[src/rtl/tensor_ram_reader.sv]
// Streams len elements from a tensor RAM starting at base_addr, wrapping at DEPTH; first element two cycles after start.
// A 2-entry output FIFO plus one in-flight read absorbs out_ready stalls while keeping one element per cycle.
module tensor_ram_reader #(
  parameter int  D_WIDTH = 8,
  parameter int  DEPTH   = 96*96,
  localparam int AW      = $clog2(DEPTH)
) (
  input  logic               clk,
  input  logic               reset_n,
  input  logic               start,
  input  logic [AW-1:0]      base_addr,
  input  logic [AW:0]        len,
  output logic               busy,
  output logic               done,
  output logic [AW-1:0]      ram_addr_r,
  input  logic [D_WIDTH-1:0] ram_dout,
  output logic [D_WIDTH-1:0] out_data,
  output logic               out_valid,
  input  logic               out_ready,
  output logic               out_last
);

  localparam logic [AW-1:0] ADDR_MAX = AW'(DEPTH - 1);
  localparam logic [AW-1:0] ADDR_ONE = AW'(1);
  localparam logic [AW:0]   CNT_ONE  = (AW+1)'(1);
  localparam logic [AW:0]   CNT_ZERO = '0;

  typedef enum logic [1:0] {IDLE, STREAM, FINISH} state_t;

  state_t               state, state_nxt;
  logic [AW-1:0]        next_addr, last_addr;
  logic [AW:0]          reads_left, elems_left;
  logic                 inflight;
  logic [D_WIDTH-1:0]   fifo_mem [2];
  logic                 wr_ptr, rd_ptr;
  logic [1:0]           fifo_cnt;
  logic [2:0]           occupancy;
  logic                 hs, issue, last_hs, start_ok;

  assign hs        = out_valid && out_ready;
  assign last_hs   = hs && (elems_left == CNT_ONE);
  assign start_ok  = (state == IDLE) && start;
  // Slots already committed after this cycle's pop; a new read may take the last free one.
  assign occupancy = {1'b0, fifo_cnt} + {2'b00, inflight} - {2'b00, hs};
  assign issue     = (state == STREAM) && (reads_left != CNT_ZERO) && (occupancy <= 3'd1);

  assign ram_addr_r = issue ? next_addr : last_addr;
  assign busy       = (state != IDLE);
  assign out_valid  = (fifo_cnt != 2'd0);
  assign out_data   = fifo_mem[rd_ptr];
  assign out_last   = out_valid && (elems_left == CNT_ONE);

  always_comb begin
    state_nxt = state;
    case (state)
      IDLE:    if (start) state_nxt = (len == CNT_ZERO) ? FINISH : STREAM;
      STREAM:  if (last_hs) state_nxt = IDLE;
      FINISH:  state_nxt = IDLE;
      default: state_nxt = IDLE;
    endcase
  end

  always_ff @(posedge clk or negedge reset_n) begin
    if (!reset_n) begin
      state       <= IDLE;
      done        <= 1'b0;
      next_addr   <= '0;
      last_addr   <= '0;
      reads_left  <= '0;
      elems_left  <= '0;
      inflight    <= 1'b0;
      fifo_mem[0] <= '0;
      fifo_mem[1] <= '0;
      wr_ptr      <= 1'b0;
      rd_ptr      <= 1'b0;
      fifo_cnt    <= 2'd0;
    end else begin
      state <= state_nxt;
      done  <= last_hs || (start_ok && (len == CNT_ZERO));

      if (start_ok) begin
        next_addr  <= base_addr;
        reads_left <= len;
        elems_left <= len;
      end else begin
        if (issue) begin
          last_addr  <= next_addr;
          next_addr  <= (next_addr == ADDR_MAX) ? '0 : next_addr + ADDR_ONE;
          reads_left <= reads_left - CNT_ONE;
        end
        if (hs) elems_left <= elems_left - CNT_ONE;
      end

      // RAM data arrives the cycle after its address; capture it then.
      inflight <= issue;
      if (inflight) begin
        fifo_mem[wr_ptr] <= ram_dout;
        wr_ptr           <= ~wr_ptr;
      end
      if (hs) rd_ptr <= ~rd_ptr;
      fifo_cnt <= fifo_cnt + {1'b0, inflight} - {1'b0, hs};
    end
  end

endmodule

[config.mk]
export PLATFORM = sky130hd
export DESIGN_NAME = tensor_ram_reader
export DESIGN_NICKNAME = d
export VERILOG_FILES = /design/src/rtl/tensor_ram_reader.sv
export SDC_FILE = /design/constraint.sdc
export NUM_CORES = 1
export LEC_CHECK = 0
export ABC_AREA = 0
export CAP_MARGIN = 10
export CORE_MARGIN = 2
export CORE_UTILIZATION = 52
export DETAILED_ROUTE_END_ITERATION = 6
export HOLD_SLACK_MARGIN = 0.08
export PLACE_DENSITY_LB_ADDON = 0.12
export SYNTH_ARGS = -nofsm -noshare
export SYNTH_HDL_FRONTEND = slang
export SYNTH_SLANG_ARGS = --single-unit
[constraint.sdc]
create_clock -name clk -period 5.05 [get_ports clk]
set_clock_uncertainty 0.2 [all_clocks]
set_input_delay 1.01 -clock clk [delete_from_list [all_inputs] [get_ports clk]]
set_output_delay 1.01 -clock clk [all_outputs]
set_load 0.01 [all_outputs]
# Yosys cells after proc, flatten, opt, wreduce, memory -nomap -nowiden

Index checks and enable logic that the tools add are counted.

Muxes and demuxes: 18
Eq/ne operators: 5
Shift operators: 0
Reductions and logical operators: 17
Order comparisons: 4
Bitwise logic cells: 4
Add/subtract/negate cells: 7
Divide/modulo/power cells: 0
$mul: 0

Operator list:

| kind                  | count |
|---|---|
| $mux 15               | 4 |
| $mux 14               | 4 |
| $mux 8                | 4 |
| $sub 15x1->15 const B | 2 |
| $bwmux 16             | 1 |
| $eq 15x1->1 const B   | 1 |
| $logic_not 15->1      | 1 |
| $reduce_bool 15->1    | 1 |
| $add 14x1->14 const B | 1 |
| $eq 14x14->1 const B  | 1 |
| $demux 8 s1           | 1 |
| $logic_and 1x1->1     | 8 |
| $reduce_bool 2->1     | 4 |
| $mux 2                | 3 |
| $ge 2x2->1 const B    | 2 |
| $ne 2x2->1 const B    | 2 |
| $not 1->2             | 2 |
| $pmux 2 s2            | 1 |
| $add 2x1->3           | 1 |
| $le 3x1->1 const B    | 1 |
| $sub 3x1->3           | 1 |
| $add 2x1->2           | 1 |
| $eq 2x1->1 const B    | 1 |
| $logic_not 2->1       | 1 |
| 5 further kinds       | 6 |

Output and inout bits: 26
Input port bits: 41
Memories kept: 0
RAM bits: 0
ROM bits: 0
Bits in latches: 0
Register bits: 82

# Logic depth before layout (Yosys ltp)

Gate-level depths: netlist of run 1.

Word-level depth: 7
Mapped depth: 13

# Least setup slack after synthesis of run 1

Ideal clock, no wire load.

Path type: in2out
From: input out_ready
To: output ram_addr_r[10]
Slack: 0.600 ns
Path buffers: 2
Required time: 3.840 ns
Arrival: 3.240 ns
Cell stages on the path: 13
Cells stage by stage: o21a_1 clkbuf_1 ha_1 inv_1 ha_1 fa_1 xnor2_1 nor3_4 nand2_4 inv_2 buf_2 nand2_1 nand2_1

Word-level cells in the longest chain between the ends: 5

Ends and longest elaborated chain:

| element           | line | RTL |
|---|---|---|
| from (decl)       | 19   | `input logic out_ready,` |
| $logic_and 1x1->1 | 40   | `assign hs = out_valid && out_ready;` |
| named net hs      | 38   | `logic hs, issue, last_hs, start_ok;` |
| $sub 3x1->3       | 44   | `assign occupancy = {1'b0, fifo_cnt} + {2'b00, inflight} - {2'b00, hs};` |
| $le 3x1->1        | 45   | `assign issue = (state == STREAM) && (reads_left != CNT_ZERO) && (occupancy <= 3'd1);` |
| $logic_and 1x1->1 | 45   |  |
| named net issue   | 38   |  |
| $mux 14           | --   |  |
| to (decl)         | 15   | `output logic [AW-1:0] ram_addr_r,` |

The timed path passes the listed nets, and every way through them passes these cells.

# Final worst setup path of run 1

From: input out_ready
To: output ram_addr_r[6]

Word-level cells in the longest chain between the ends: 5

Ends and longest elaborated chain:

| element                | line | RTL |
|---|---|---|
| $logic_and 1x1->1      | 40   |  |
| $sub 3x1->3            | 44   |  |
| named net occupancy[1] | 37   | `logic [2:0] occupancy;` |
| $le 3x1->1             | 45   |  |
| $logic_and 1x1->1      | 45   |  |
| $mux 14                | --   |  |

The timed path passes the listed nets, and every way through them passes these cells.

==> flow_results.org, run 1 <==
** Worst setup path
- The most critical setup path has its startpoint at out_ready.
- FF-to-FF path depth :: 10
- STA classifies the critical path endpoint as an output pin.
- Maximum fanout encountered on the critical timing path :: 14
- Worst path required time :: about 3800 ps
- Worst setup path class :: in2out
- Startpoint of the worst-slack reg-to-reg timing path :: fifo_cnt[1]
- Data on the critical path arrives at its endpoint at 3590 ps.
- CP Launch Type :: input pin

** Timing
- Timing-limited maximum frequency :: 208 MHz
- Setup repair after global routing left no endpoint under its margin.
- Worst hold-check slack :: 273 ps
- At the pin with the least slew margin, the transition time is 1040 ps.
- Final critical-path required period :: 4800 ps
- Worst Slack Setup Final :: 251 ps
- Final hold violation count :: 0
- The number of pins with negative max-slew slack in the final report is 0.
- Final clock period utilization by the worst path :: 95.0%
- Setup violations remaining at the end of the flow were counted as 0.
- Remaining max-slew budget at the tightest pin :: between 30 and 40%

** Clock tree
- At the later pin of the worst-skew pair, clock insertion delay measures roughly 350 ps.
- For this design, the sink count on the clock tree is 82.
- Number of buffers on the longest clock path :: 2
- Master cell of the clock root buffer :: sky130_fd_sc_hd__clkbuf_8
- Clock buffer count from CTS :: 9
- Number of H-tree branching levels :: 3
- Number of hold buffers added after CTS :: 0
- TritonCTS clock tree :: done
- After clock tree synthesis, the clock-pin slew on the worst setup and hold paths is 80 ps.

** Drt
- Number of design-rule violations left by the first detailed-router iteration :: approximately 170
- The first detailed-routing pass took 4 iterations.
- In the final routed layout, each cell accounts on average for between 15 and 20 um.
- Per-cell via count in the routed design :: 5.63
- Detailed routing inserted a total of 3465 vias.
- In this run the remaining antenna-violating nets after routing total 0.
- The routed design has 9540 um of wire.
- After detailed routing, the number of remaining DRC violations is 0.

** Final layout
- The library cell used most frequently in the layout, excluding fill and tap cells, is sky130_fd_sc_hd__nand2_1.
- Relative to the synthesized area, the layout overhead comes to 21.4%.
- Number of nets in the layout :: roughly 550
- Final non-filler cell total :: 615
- Commonest non-fill, non-tap cells in the layout :: sky130_fd_sc_hd__nand2_1 (101), sky130_fd_sc_hd__dfrtp_1 (82), sky130_fd_sc_hd__clkdlybuf4s50_1 (51)
- Count of antenna diodes in the layout :: 0
- Layout cells sized above 1 :: 13.1%
- After filler insertion, the fill cell instance count of the layout stands at 690.
- Final core occ :: approximately 64%

** Placement
- At the end of routability-driven placement, the weighted congestion stood at 0.851.
- Worst slack after detailed placement :: -75.5 ps
- Summed over all nets, the half-perimeter wirelength after detailed placement is approximately 6700 um.
- Number of port buffers :: 66
- Count of placed standard cells including taps :: 598

** Global routing
- Pin count of the biggest net entering global routing :: 83
- GR Overflow Total :: 0
- The first global-routing pass estimated 16200 um of wire.
- Initial antenna violation count :: 0
- The via count of the first global-routing pass is 3416.
- Across every metal layer, demand over resource in global routing totals 23.0%.

** Hold path
- Kind of path behind the tightest hold check :: reg2reg
- Hold Path Origin :: last_addr[1]
- Counting instances, the worst hold path has a depth of 2.

** Run
- Across the run, the number of max-cap violations was 0.

** Die
- Area of the core :: 8130 um^2
- The die covers 9020 um^2.
- After floorplanning, the core was divided into 33 placement rows.
- The die is 95.0 um wide.
- Top Ports :: 67
- Vertical die dimension :: between 90 and 100 um
- The initial utilization of the core area, before any placement, comes to 52.9%.

** Power
- Switching power of the nets :: 1.43 mW
- Sequential Power Share :: 35.4%
- Maximum resistive drop on vdd :: 346 uV
- The clock network accounts for 13.7% of the total power.
- In this run, the combinational gates consume 50.9% of the power.
- Dividing total power by cell area gives a power density of around 670 nW/um^2.
- Internal power consumption :: 2.08 mW
- LEAKAGE :: 2.25 nW
- Switching fraction of total power :: 40.6%

** Synth
- After synthesis, the cell types taking the most area are sky130_fd_sc_hd__dfrtp_1 (48%), sky130_fd_sc_hd__nand2_1 (8.8%), sky130_fd_sc_hd__mux2_2 (6.3%), sky130_fd_sc_hd__xnor2_1 (2.9%), sky130_fd_sc_hd__nor2_1 (2.2%).
- For this run, the leading register cell type out of synthesis is sky130_fd_sc_hd__dfrtp_1.
- Summing the sequential cell areas from Yosys gives 47.7% of the chip area.
- Synthesis Warnings :: 0
- Combined area of all synthesized cells :: approximately 4300 um^2
- Averaged over all synthesized cells, the footprint is roughly 9.7 um^2.
- Count of unique library cells instantiated by Yosys :: between 60 and 70
- For this run, asynchronously set or reset flops after synthesis account for 100%.
- In the synthesized netlist, the number of instances is 445.
- Post-synthesis register bit count :: between 80 and 90
- Number of synthesized flops with an enable pin :: 0
- Library cell occupying the most area in the post-synthesis netlist :: sky130_fd_sc_hd__dfrtp_1
- The number of nets in the synthesized netlist is 493.
- The share of synthesized area in the top cell type comes to between 40% and 50%.

** Run status
- Outcome :: finished clean
layer usage:
layer,routed length (um),track usage [%],part of all wire (%),vias up
met3,357,3.51,3.7,11
met4,113,6.76,1.2,0
li1,-,-,-,1683
met5,0,0,0,-
met2,4620,38.4,48,82
met1,4450,31.2,47,1689
cells in the mapped netlist, types with 4 or more instances:
master	n
sky130_fd_sc_hd__nand2_1	101
sky130_fd_sc_hd__dfrtp_1	82
sky130_fd_sc_hd__nor2_1	25
sky130_fd_sc_hd__mux2_2	24
sky130_fd_sc_hd__o21ai_0	18
sky130_fd_sc_hd__xnor2_1	14
sky130_fd_sc_hd__nand3_1	13
sky130_fd_sc_hd__inv_1	12
sky130_fd_sc_hd__clkbuf_1	11
sky130_fd_sc_hd__or3_1	11
sky130_fd_sc_hd__o21ai_1	9
sky130_fd_sc_hd__a21oi_1	8
sky130_fd_sc_hd__o211ai_1	8
sky130_fd_sc_hd__nor3_1	7
sky130_fd_sc_hd__nor4_1	7
sky130_fd_sc_hd__buf_6	6
sky130_fd_sc_hd__ha_1	6
sky130_fd_sc_hd__nand4_1	5
sky130_fd_sc_hd__a31oi_1	4
registers in the layout, indices dropped and copies added, names as in the netlist:
register / cells
rd_ptr: 1
fifo_mem: 16
next_addr: 14
reads_left: 15
wr_ptr: 1
inflight: 1
fifo_cnt: 2
state: 2
elems_left: 15
last_addr: 14
done: 1
power groups by stage:
stage	clock network, mW	logic [mW]	registers [mW]
after floorplan	0	1.26	1.16
after global placement	0	1.83	1.23
after detailed placement	0	1.88	1.25
after CTS	0.493	1.81	1.24
after global routing	0.526	2.00	1.29
final	0.481	1.79	1.24
final cells by class:
class | count | area, um^2 | area share [%]
repair buffers | 72 | 723 | 13.8
flip-flops and latches | 82 | 2050 | 39.3
clock buffers | 10 | 138 | 2.64
multi-input cells | 327 | 2060 | 39.5
inverters | 13 | 48.8 | 0.934
clock inverters | 6 | 66.3 | 1.27
well taps | 105 | 131 | 2.52
worst paths after layout:
path	end	slack, ps
setup reg to reg	next_addr[8]	1930
hold / removal	last_addr[1]	270
min in group asynchronous	last_addr[2]	630
hold reg to reg	last_addr[1]	270
setup / recovery	ram_addr_r[6]	250
max in group asynchronous	next_addr[8]	3340
critical path: stages:
cell                              delay [ps]
sky130_fd_sc_hd__clkdlybuf4s50_1         450
sky130_fd_sc_hd__o21a_1                  140
sky130_fd_sc_hd__ha_1                    280
sky130_fd_sc_hd__inv_1                    40
sky130_fd_sc_hd__ha_1                    180
sky130_fd_sc_hd__fa_1                    500
sky130_fd_sc_hd__nor3_4                  260
sky130_fd_sc_hd__nand2_4                  80
sky130_fd_sc_hd__inv_2                   110
sky130_fd_sc_hd__buf_12                  140
sky130_fd_sc_hd__nand2_1                  70
sky130_fd_sc_hd__nand2_1                  60
sky130_fd_sc_hd__dlygate4sd2_1           260
what timing repair did:
item,4_1_cts,5_1_grt
endpoints found under the setup margin,14,0
gates resized for setup,14,0
setup buffers,1,0
kinds of logic (layout without fill, tap and decap cells):
kind of cell	after synthesis	in the layout	synth area share, %
compound gates	80	80	12.8
xor+xnor	17	17	3.46
mux	24	24	6.28
buf+inv	36	101	4.36
simple gates	199	199	23.2
fa+ha+maj	7	7	2.21
flops	82	82	47.7
through the flow:
stage	power, mW	TNS (ps)	area [um^2]
after floorplan	2.42	0	4300
after global placement	3.07	0	5030
after detailed placement	3.13	-836	5030
after CTS	3.54	0	5220
after global routing	3.82	0	5220
final	3.51	0	5220
(Power assumes the default switching activity.)
==> run 2: changes to the inputs <==
Settings changed: CAP_MARGIN 10 to 20, PLACE_DENSITY set to 0.75, PLACE_DENSITY_LB_ADDON 0.12 to not set.
==> run 2 against run 1 <==
Against the previous run: critical path depth unchanged; critical path type unchanged; utilization increased by 1.0 points; critical endpoint is now ram_addr_r[0]; clock-buffer cell count unchanged; non-clock buffer count increased by 2; sequential share of layout area decreased by 0.60 points; register-to-register slack about the same.
==> flow_results.org, run 2 (synthesis gave the netlist of run 1 again) <==
** Drt
- Number of nets still failing antenna checks after routing :: 0
- For this block, the initial DRC count from the detailed router was 172.
- Dividing the detail-routed wire length by the instance count gives between 15 and 20 um.
- Summed over all layers, the routed wires come to 9700 um.
- The first TritonRoute pass finished after 4 iterations.
- Per-cell via count in the routed design :: 5.63
- Across all layers, the routed design uses 3467 vias.
- In the routed design, unresolved DRC markers number 0.

** Final layout
- Max reg flops :: 16
- The largest registers in the layout are fifo_mem x16, elems_left x15, reads_left x15.
- The post-route netlist has 13.3% of its cells at a drive strength greater than 1.
- Register ranked first by flip-flop count :: fifo_mem
- Most common library cell in the layout ignoring fill and taps :: sky130_fd_sc_hd__nand2_1
- Count of antenna diodes in the layout :: 0
- Once layout is complete, the cells apart from fillers number between 600 and 700.
- Leaving out fill and tap cells, the most frequent cells in the layout are sky130_fd_sc_hd__nand2_1 (101), sky130_fd_sc_hd__dfrtp_1 (82), sky130_fd_sc_hd__clkdlybuf4s50_1 (51).
- From synthesis to final layout, the design area changed by 23.3%.
- The net count of the finished layout is 555.

** Clock tree
- In this run the number of H-tree levels came out at 3.
- Number of buffers on the longest clock path :: 2
- For the worst-skew pair, the clock arrives at the later sink with an insertion delay of 360 ps.
- Number of hold buffers added after CTS :: 0
- TritonCTS clock tree :: done
- Clock-pin slew was measured on the worst setup and hold paths at 80 ps.
- Counting every sink on the clock net gives between 80 and 90.
- The number of clock buffers added by TritonCTS is 9.
- Clock tree synthesis selected as its root buffer the cell sky130_fd_sc_hd__clkbuf_8.

** Run
- The tool flagged a number of max-cap violations equal to 0.

** Die
- The die is 95.0 um wide.
- Starting utilization of the core area :: 52.9%
- After floorplanning, the core was divided into 33 placement rows.
- 67 I/O pins were placed.
- Full die area :: approximately 9000 um^2
- Vertical die dimension :: approximately 95 um
- After floorplanning, the core was sized to cover 8130 um^2.

** Worst setup path
- Nature of the critical path endpoint :: output pin
- Data on the critical path is required at its endpoint by 3840 ps.
- Maximum fanout encountered on the critical timing path :: 18
- Arrival time reported for the critical path endpoint :: 3410 ps
- CP Launch Type :: input pin
- Worst setup path class :: in2out

** Timing
- For the pin with the worst max-slew slack, the measured transition is 959 ps.
- Worst hold-check slack :: approximately 270 ps
- Derived from the worst setup path, the maximum achievable clock frequency is 216 MHz.
- Setup violations remaining at the end of the flow were counted as 0.
- The number of pins with negative max-slew slack in the final report is 0.
- Setup repair after global routing left no endpoint under its margin.
- In the finished design, the share of the clock period the worst path needs comes to 91.6%.
- Headroom to the max-slew limit came out at 36.1%.
- Final hold violation count :: 0
- The clock period could shrink to about 4600 ps.
- Setup tns final :: 0 ps

** Run status
- The run finished with clean final reports.

** Power
- Power density relative to cell area :: 676 nW/um^2
- Maximum resistive drop on vdd :: around 380 uV
- Summed over all cells, the static leakage comes to 2.39 nW.

** Global routing
- Initial antenna violation count :: 0
- Gr usage total :: 23.1%
- The via count of the first global-routing pass was 3397.
- Wire length of the first global-routing pass :: 16000 um
- Entering global routing, the biggest net connects 83 pins.
- After global routing the overflow that remains totals 0.

** Hold path
- Kind of path behind the tightest hold check :: reg2reg

** Placement
- The congestion estimate from routability-driven global placement came to 0.819.
- The number of placed instances, taps included, is approximately 600.
- Number of port buffers :: 66
- Post-DP HPWL :: 6740 um
run 2: routing by layer:
layer / GRT usage [%] / vias up / wire [um]
met1: 30.3 / 1674 / 4240
met4: 9.66 / 0 / 193
met3: 3.51 / 18 / 506
li1: - / 1687 / -
met2: 38.2 / 88 / 4770
met5: 0 / - / 0
run 2: area by class of cell:
type | instances | area [um^2]
timing repair buffer | 74 | 798
sequential | 82 | 2050
inverter | 13 | 48.8
tap | 105 | 131
clock buffer | 10 | 128
multi-input combinational | 327 | 2070
fill | 647 | 2830
clock inverter | 5 | 80.1
run 2: report_power, final:
group / switching (mW) / internal [mW] / total [mW]
Sequential: 0.275 / 0.969 / 1.24
Clock: 0.236 / 0.275 / 0.511
Combinational: 0.917 / 0.916 / 1.83
Total: 1.43 / 2.16 / 3.59
run 2: per-stage QoR:
stage	util [%]	power (mW)	setup WS, ps	instance area (um^2)
after floorplan	-	2.42	600	4300
after global placement	61.8	3.05	25.4	5020
after detailed placement	61.8	3.11	18.9	5020
after CTS	64.3	3.63	1.41	5230
after global routing	65.2	3.87	251	5300
final	65.2	3.59	426	5300
run 2: timing repair:
item | 4_1_cts | 5_1_grt
gates resized for setup | 0 | 15
setup buffers | 0 | 1
hold endpoints to repair | 0 | 0
setup endpoints to repair | 0 | 14
run 2: worst paths after layout:
path / from / endpoint / slack (ps) / depth (start not counted)
worst max-delay path: out_ready / ram_addr_r[0] / 430 / 13
worst min-delay path: last_addr[4] / last_addr[4] / 270 / 2
worst max register to register: fifo_cnt[1] / next_addr[8] / 1930 / 11
worst min register to register: last_addr[4] / last_addr[4] / 270 / 2
max in group asynchronous: reset_n / reads_left[4] / 3700 / 2
min in group asynchronous: reset_n / fifo_mem[10] / 350 / 1
run 2: worst max-delay path, cell delays in order:
cell	delay, ps
sky130_fd_sc_hd__clkdlybuf4s50_1	490
sky130_fd_sc_hd__o21a_1	150
sky130_fd_sc_hd__ha_1	220
sky130_fd_sc_hd__inv_1	60
sky130_fd_sc_hd__ha_1	150
sky130_fd_sc_hd__fa_2	470
sky130_fd_sc_hd__nor3_4	240
sky130_fd_sc_hd__nand2_4	80
sky130_fd_sc_hd__inv_2	80
sky130_fd_sc_hd__buf_12	140
sky130_fd_sc_hd__nand2_1	80
sky130_fd_sc_hd__nand2_1	80
sky130_fd_sc_hd__dlymetal6s2s_1	160
==> run 3: changes to the inputs <==
Settings changed: CORE_MARGIN 2 to 8, REMOVE_ABC_BUFFERS set to 1.
==> run 3 against run 2 <==
Against the previous run: first-iteration DRC count grew 48%; via count grew 1.0%; design area grew 0.92%; clock power grew 6.1%; combinational power is essentially flat; critical endpoint is now ram_addr_r[7]; largest cell class unchanged.
==> flow_results.org, run 3 (synthesis gave the netlist of run 1 again) <==
** Placement
- Counting tap cells, the placed design contains a total of 605 instances.
- Routability-driven placement finished with a final weighted congestion of 0.792.
- During placement, the flow inserted port buffers numbering 66.
- Post-DP HPWL :: between 7000 and 8000 um

** Worst setup path
- The critical path is of the in2out type.
- Worst path required time :: 3840 ps
- CP Launch Type :: input pin
- Across all register-to-register paths, the minimum setup slack is 1930 ps.
- STA puts the critical path data arrival time at 3410 ps.
- STA classifies the critical path endpoint as an output pin.
- Of all nets on the critical path, the largest fanout is 19.
- FF-to-FF path depth :: 11

** Drt
- The routed layout has 3503 vias.
- After the first detailed-routing iteration, the DRC count stood at approximately 260.
- For this run, design rule violations remaining after detail routing come to 0.
- The detail route stage leaves a number of antenna-violating nets equal to 0.
- Per-cell via count in the routed design :: about 5.6
- Wire length per cell after detailed routing :: 15.8 um
- First-pass DRT Iterations :: 4
- Drt total wl :: slightly below 10000 um

** Final layout
- Number of nets in the layout :: about 560
- Counting flops per register, the top entry is fifo_mem.
- Leaving out fill and tap cells, the most frequent cell in the layout is sky130_fd_sc_hd__nand2_1.
- Measured on the finished design, the core utilization comes to 65.8%.
- For this run, the number of standard cells in the final layout without fillers is 623.
- Layout cells sized above 1 :: 14.5%
- The repair_antennas step left the layout with diodes totalling 0.
- Compared with the post-synthesis result, the final layout area differs by 24.4%.
- The register with the most flip-flops in the layout has 16 of them.
- Top Registers :: fifo_mem x16, elems_left x15, reads_left x15
- In the layout the commonest cells are sky130_fd_sc_hd__nand2_1 (101), sky130_fd_sc_hd__dfrtp_1 (82), sky130_fd_sc_hd__clkdlybuf4s50_1 (51).

** Clock tree
- Number of H-tree branching levels :: 3
- TritonCTS Sinks :: 82
- TritonCTS built the clock tree.
- The tree is rooted in a sky130_fd_sc_hd__clkbuf_8.
- Clock-pin transition on the worst setup and hold timing paths :: 90 ps
- No sink is reached through more buffers than the 2 on the longest clock path.
- Counting the buffers created by CTS gives 9.
- For the worst-skew pair, the clock arrives at the later sink with an insertion delay of ~360 ps.

** Power
- Power density relative to cell area :: 679 nW/um^2
- Summed over all cells, the static leakage comes to 2.42 nW.
- IR analysis of the VDD net gives a maximum drop of about 350 uV.

** Die
- The initial utilization of the core area, before any placement, comes to 52.9%.
- Number of standard-cell rows in the floorplan :: 33
- The die is 107 um tall.
- Die Span X :: approximately 110 um
- The die covers ~11000 um^2.
- 67 I/O pins were placed.
- The total area inside the core boundary comes to 8130 um^2.

** Global routing
- The first global-routing pass estimated 16700 um of wire.
- Entering global routing, the biggest net connects 83 pins.
- The total overflow left after global routing is 0.
- Gr usage total :: 18.0%
- Initial antenna violation count :: 0
- The via count of the first global-routing pass is 3456.

** Timing
- Setup repair after global routing missed its margin :: false
- Measured slew at the worst slew-check pin :: 806 ps
- Final count of negative-setup-slack endpoints :: 0
- The worst pin sits at a relative slew slack of 46.1%.
- Timing-limited maximum frequency :: 217 MHz
- The number of endpoints with negative hold slack in the final report was 0.
- Final critical-path required period :: 4620 ps
- Of the available clock period, the critical path in the final layout requires between 90% and 100%.
- Final count of pins violating max slew :: 0

** Hold path
- The tightest min-delay check is of the reg2reg type.
- Hold depth :: 2

** Run
- The tool flagged a number of max-cap violations equal to 0.

** Run status
- Outcome :: finished clean
[run 3: cell types whose count changed in the layout (fill, tap and decap cells not counted), sizes merged]
cell / delta
clkbuf: -1
inv: +2
buf: +6
[run 3: worst max-delay path: stages]
cell and delay [ps]:
sky130_fd_sc_hd__clkdlybuf4s50_1 490, sky130_fd_sc_hd__o21a_1 150, sky130_fd_sc_hd__ha_1 220, sky130_fd_sc_hd__inv_1 60, sky130_fd_sc_hd__ha_1 150, sky130_fd_sc_hd__fa_2 470, sky130_fd_sc_hd__nor3_4 240, sky130_fd_sc_hd__nand2_4 60
sky130_fd_sc_hd__inv_2 80, sky130_fd_sc_hd__buf_12 150, sky130_fd_sc_hd__nand2_1 90, sky130_fd_sc_hd__nand2_1 60, sky130_fd_sc_hd__dlymetal6s2s_1 160
[run 3: what timing repair did]
action,4_1_cts,5_1_grt
resized for setup,1,14
hold buffers,0,0
cloned,0,0
setup endpoints to repair,13,14
pin swaps,1,1
buffers inserted,1,0
[run 3: metrics by stage]
| stage | hold WS (ps) | setup WS, ps | total power, mW | setup TNS (ps) | instance area, um^2 |
|---|---|---|---|---|---|
| 3_3_place_gp | 252 | 68.1 | 3.07 | 0 | 5050 |
| 6_report | 275 | 432 | 3.63 | 0 | 5350 |
| 3_5_place_dp | 257 | -8.88 | 3.14 | -8.88 | 5050 |
| 2_1_floorplan | 240 | 501 | 2.30 | 0 | 4160 |
| 4_1_cts | 279 | 11.4 | 3.70 | 0 | 5290 |
| 5_1_grt | 302 | 277 | 3.93 | 0 | 5350 |
[run 3: worst paths after layout]
check                              start       endpoint
max in group asynchronous        reset_n    fifo_mem[8]
min reg2reg                last_addr[13]  last_addr[13]
min in group asynchronous        reset_n       state[0]
max                            out_ready  ram_addr_r[7]
max reg2reg                  fifo_cnt[1]   next_addr[8]
min                        last_addr[13]  last_addr[13]
[run 3: layout make-up]
| type | count | area, um^2 |
|---|---|---|
| clock buffers | 9 | 124 |
| clock inverters | 7 | 101 |
| fillers | 650 | 2780 |
| inverters | 13 | 48.8 |
| multi-input cells | 327 | 2060 |
| flip-flops and latches | 82 | 2050 |
| well taps | 105 | 131 |
| repair buffers | 80 | 831 |
[run 3: where the power goes]
group          switching, mW  total (mW)  internal [mW]
registers              0.268        1.24          0.968
clock network          0.259       0.542          0.283
logic                  0.926        1.85          0.929
[run 3: metal layers]
layer	GRT usage, %	wire length [um]	vias up
met3	3.30	450	12
met4	8.04	183	0
li1	-	-	1709
met1	23.9	4610	1702
met5	0	0	-
met2	28.3	4620	80
